`config.mk`:
```
export PLATFORM = sky130hd
export DESIGN_NAME = full_adder4
export DESIGN_NICKNAME = d
export VERILOG_FILES = /design/src/rtl/full_adder4.sv
export SDC_FILE = /design/constraint.sdc
export NUM_CORES = 1
export LEC_CHECK = 0
export ABC_CLOCK_PERIOD_IN_PS = 1600
export BUFFER_PORTS_ARGS = -buffer_cell sky130_fd_sc_hd__buf_2
export CAP_MARGIN = 20
export CELL_PAD_IN_SITES_DETAIL_PLACEMENT = 1
export CELL_PAD_IN_SITES_GLOBAL_PLACEMENT = 2
export CORE_AREA = 3 3 40 42
export DETAILED_ROUTE_END_ITERATION = 6
export DIE_AREA = 0 0 43 45
export GPL_ROUTABILITY_DRIVEN = 0
export GPL_TIMING_DRIVEN = 0
export PLACE_DENSITY_LB_ADDON = 0.1
export SYNTH_ARGS = -nofsm -noshare
export SYNTH_HDL_FRONTEND = slang
export SYNTH_SLANG_ARGS = --single-unit
export TNS_END_PERCENT = 50
```
`constraint.sdc`:
```
create_clock -name clk -period 1.6 [get_ports clk]
set_input_delay 0.16 -clock clk [delete_from_list [all_inputs] [get_ports clk]]
set_output_delay 0.16 -clock clk [all_outputs]
set_load 0.01 [all_outputs]
```
`src/rtl/full_adder4.sv`:
```
// Registered N-bit adder built from 4-bit carry-lookahead groups, one result per cycle.
// Optional macro FULL_ADDER4_OVF_EN adds a registered two's-complement overflow flag (ovf).
module full_adder4 #(
  parameter int N = 4
) (
  input  logic         clk,
  input  logic         rst_n,
  output logic [N-1:0] sum,
  output logic         cout,
`ifdef FULL_ADDER4_OVF_EN
  output logic         ovf,
`endif
  input  logic         cin,
  input  logic [N-1:0] a,
  input  logic [N-1:0] b
);

  localparam int NG = (N + 3) / 4;

  logic [N-1:0] p, g;
  logic [N:0]   c;
  logic         cg, cg_nxt, t, pr;
  logic [N-1:0] sum_d, sum_q;
  logic         cout_d, cout_q;

  // Each group resolves its internal carries directly from the group carry-in;
  // only the group carry ripples into the next group. The last group may be partial.
  always_comb begin
    p      = a ^ b;
    g      = a & b;
    c      = '0;
    c[0]   = cin;
    cg     = cin;
    cg_nxt = cin;
    t      = 1'b0;
    pr     = 1'b0;
    for (int gi = 0; gi < NG; gi++) begin
      cg_nxt = cg;
      for (int j = 0; j < 4; j++) begin
        if (gi * 4 + j < N) begin
          t = cg;
          for (int m = 0; m <= j; m++) t = t & p[gi*4+m];
          for (int k = 0; k <= j; k++) begin
            pr = g[gi*4+k];
            for (int m = k + 1; m <= j; m++) pr = pr & p[gi*4+m];
            t = t | pr;
          end
          c[gi*4+j+1] = t;
          cg_nxt      = t;
        end
      end
      cg = cg_nxt;
    end
    sum_d  = p ^ c[N-1:0];
    cout_d = c[N];
  end

  always_ff @(posedge clk) begin
    if (!rst_n) begin
      sum_q  <= '0;
      cout_q <= 1'b0;
    end else begin
      sum_q  <= sum_d;
      cout_q <= cout_d;
    end
  end

  assign sum  = sum_q;
  assign cout = cout_q;

`ifdef FULL_ADDER4_OVF_EN
  logic ovf_d, ovf_q;

  // Signed overflow: like-signed operands producing a result of the other sign.
  assign ovf_d = (a[N-1] == b[N-1]) && (sum_d[N-1] != a[N-1]);

  always_ff @(posedge clk) begin
    if (!rst_n) ovf_q <= 1'b0;
    else        ovf_q <= ovf_d;
  end

  assign ovf = ovf_q;
`endif

endmodule

```
# Word-level counts from Yosys, hierarchy flattened
# Index checks and enable logic that the tools add are counted.
# W data, S select, Z words.
# classes
add_sub_neg	0
mul	0
div_mod_pow	0
magnitude_cmp	0
n_eq_ne	0
n_shift	0
muxes	0
bitwise_logic	23
n_reduce_logical	0
# op_table
op	count
$and A1 B1 Y1	10
$or A1 B1 Y1	10
$xor A4 B4 Y4	2
$and A4 B4 Y4	1
# totals
ff_bits	5
latch_bits	0
mem_bits_rw	0
rom_bits	0
inputBits	11
elab_cells	25
mem_count	0

# Depth between registers and ports, before layout
# depth
ltp_word	9
mapped_depth	5
mapped_depth_nobuf	5

# Worst setup path before layout
# No wires, ideal clock.
# synth_path
path_type	input port to flip-flop
from	input port a[0]
to	register sum_q[2], in the netlist sum[2]
setup_ns	0.116
arrival_time_ns	1.234
required_time_ns	1.484
slack_ns	0.251
path_stages	5
n_path_buf	0
path_cell_list	ha_1 > ha_1 > o21a_1 > or3_1 > and3_1
# synth_between
elab_chain_len	6
# synth_rtl
item	line	text
start, declared	14	input logic [N-1:0] a,
$xor A4 B4 Y4	29	p = a ^ b;
$and A1 B1 Y1 (2 in series)	42	for (int m = 0; m <= j; m++) t = t & p[gi*4+m];
$or A1 B1 Y1 (*) (2 in series)	46	t = t | pr;
$xor A4 B4 Y4 (*)	54	sum_d = p ^ c[N-1:0];
end signal, assigned	63	sum_q <= sum_d;
end, declared	23	logic [N-1:0] sum_d, sum_q;
# Every way passes the cells marked *; elsewhere a longest branch is shown, timed or not.
# A chain may end at the register's enable or synchronous reset.

# Worst setup path in the final report
# layout_path
from	input port a[0]
to	register sum_q[3], in the netlist sum[3]
# layout_between
elab_chain_len	8
# layout_rtl
item	line
$xor A4 B4 Y4	29
$and A1 B1 Y1 (3 in series)	42
$or A1 B1 Y1 (*) (3 in series)	46
$xor A4 B4 Y4 (*)	54
# Marks and branches as above.

==> summary.txt <==
Layout
  • Layout cells sized above 1: 0.455
  • FILL cells: between 150 and 200
  • # diodes: 0
  • Total Nets Final: 62
  • Syn-to-layout area delta: 43.3%

CTS
  • CTS tree: built
  • H-tree depth: 1
  • CTS Hold Bufs: 0
  • CTS clk-pin slew, worst paths: about 0.050 ns
  • Total CTS buffers: 3
  • Largest buffer count on any clock path: 2
  • Postcts setup bufs: 0
  • CTS root buffer: clkbuf_4
  • PostCTS Resize Cnt: 0
  • CTS Sinks: 5

Placed design
  • PortBufs: 15
  • Pre-CTS setup slack: between 0.02 and 0.03 ns
  • DP HPWL: ~560 um

Global routing
  • Number of global-route vias before repair: approximately 240
  • Largest net degree at the start of global routing: 7
  • GRT Util Overall: 0.0734
  • Global route overflow: 0
  • Global-route wire length before repair: about 960 um
  • Antenna violations before repair: 0

Route
  • Final antenna-violating net count: 0
  • DR iter-0 viols: 0
  • Final wirelength: between 600 and 700 um
  • Routed length per instance: 10.2 um
  • DR vias: 250
  • Via density per instance: roughly 4.2
  • Residual DRC: 0
  • Drt first pass iters: 1

Outcome
  • Outcome: finished clean

Synth
  • Post-Synthesis Net Count: 42
  • Number of synthesized register bits: 5
  • Synthesized instance count: 25
  • Synthesis Warnings: 0
  • Post-synthesis cell area: 280 sq um
  • Yosys cell types: 14
  • Average cell area after synthesis: about 11 sq um
  • Share of the yosys chip area belonging to registers: 0.357

Floorplan
  • Die ar.: approximately 1900 sq um
  • Die height: 45 um
  • Core area: 1280 sq um
  • # rows: 13
  • DIE WIDTH: roughly 43 um
  • Initial Util: 0.218
  • # IOs: 16

Setup path
  • Critical Path Source: a[0]
  • Critical-path top delay cell: ha_1
  • Crit Path Max Fanout: 2
  • Critical Path RT: 1.77 ns
  • CP Cell Sequence: buf_2 -> ha_1 -> ha_1 -> o211a_1 -> a211oi_2 -> mux2i_1
  • Worst setup SP type: primary input
  • Slowest cell delay on critical path: roughly 0.29 ns
  • Crit path DAT: about 1.5 ns
  • Most frequent cell on the critical path: ha_1
  • Crit-path leading delay family: compound AO/OA/AOI/OAI gates
  • Setup Crit Path Kind: in2reg
  • Crit path buf inv count: 1
  • Endpoint type of the worst setup path: flip-flop

STA
  • F_max: ~0.76 GHz
  • Max-slew violations: 0
  • Slew Limit Headroom: 0.834
  • RSZ-0062 raised after global routing: false
  • Setup-failing EPs final: 0
  • Fin worst setup slack: 0.292 ns
  • Slew @ Worst Pin: approximately 0.25 ns
  • Post-route clock period utilization: 0.817
  • Setup TNS Final: 0 ns
  • Min Tclk post-route: 1.31 ns
  • Final Hold Fails: 0

Min path
  • Hold Path Class: in2reg
  • Hold endpoint: sum[1]$_SDFF_PN0_
  • Hold depth: 2
  • HP Start: rst_n

Power and ir drop
  • Overall Power: roughly 370 uW
  • PD cells: between 900 and 1000 nW/um^2
  • Static Leak: about 0.00022 uW
  • Peak VDD IR: 0.000252 V

Flow run
  • Max-cap viol count: 0
-- report_power, final --
part | internal [uW] | switching [uW]
logic | 43.9 | 41.9
registers | 139 | 2.55
clock network | 90.4 | 52.9
-- layer usage --
| metal | global-route usage | up-vias | routed length (um) |
|---|---|---|---|
| li1 | - | 129 | - |
| met1 | 0.0557 | 109 | 200 |
| met2 | 0.129 | 10 | 327 |
| met3 | 0.0398 | 2 | 69 |
| met4 | 0.0723 | 0 | 5 |
| met5 | 0 | - | 0 |
-- registers in the layout, indices dropped and copies added, names as in the netlist --
| register | count |
|---|---|
| cout | 1 |
| sum | 4 |
-- metrics by stage --
step	instances	utilization	instance area [sq um]	hold slack (ns)
global placement	55	0.291	374	0.431
detailed placement	55	0.291	374	0.452
finish	59	0.313	402	0.197
CTS	59	0.313	402	0.194
floorplan	25	-	280	0.273
global route	59	0.313	402	0.205
-- placed cells by master, fill, tap and decap left out, types with 2 or more instances in the layout --
cell type  count
buf_2         15
nand2_1        2
and2_1         2
dfxtp_1        5
clkbuf_4       3
o21ai_0        2
ha_1           5
-- layout make-up --
type / instances / area (sq um) / area share
clock buffer: 3 / 22.5 / 0.0561
clock inverter: 1 / 5.00 / 0.0125
multi-input combinational: 20 / 180 / 0.449
sequential: 5 / 100 / 0.249
tap: 15 / 18.8 / 0.0467
timing repair buffer: 15 / 75.1 / 0.187
-- cells in the mapped netlist (all sizes together) --
| master | count | area [sq um] |
|---|---|---|
| xor2 | 1 | 8.76 |
| or3 | 1 | 6.26 |
| mux2i | 1 | 10.0 |
| o21ai | 2 | 10.0 |
| dfxtp | 5 | 100 |
| ha | 5 | 62.6 |
| nand2b | 1 | 6.26 |
| and2 | 2 | 12.5 |
| o211a | 1 | 10.0 |
| a211oi | 1 | 12.5 |
| o21a | 1 | 7.51 |
| nand2 | 2 | 7.51 |
| fa | 1 | 20.0 |
| and3 | 1 | 6.26 |
-- how the worst max path moves through the flow --
stage | end | slack, ns | depth (start not counted)
after detailed placement | sum[3]$_SDFF_PN0_ | 0.03 | 6
after floorplan | sum[2]$_SDFF_PN0_ | 0.25 | 5
after global routing | sum[3]$_SDFF_PN0_ | 0.24 | 6
after global placement | sum[3]$_SDFF_PN0_ | 0.07 | 6
final | sum[3]$_SDFF_PN0_ | 0.29 | 6
after CTS | sum[3]$_SDFF_PN0_ | 0.29 | 6
-- cell families (layout without fill, tap and decap cells) --
group                    count (synthesis)  after routing  share of synthesized area
XOR/XNOR                                 1              1                     0.0313
adder cells (fa/ha/maj)                  6              6                      0.295
multiplexers                             1              1                     0.0357
AO/OA/AOI/OAI                            5              5                      0.143
buffers and inverters                    0             19                          0
AND/OR/NAND/NOR                          7              7                      0.138
flip-flops                               5              5                      0.357
Power figures use the tool's default switching activity.
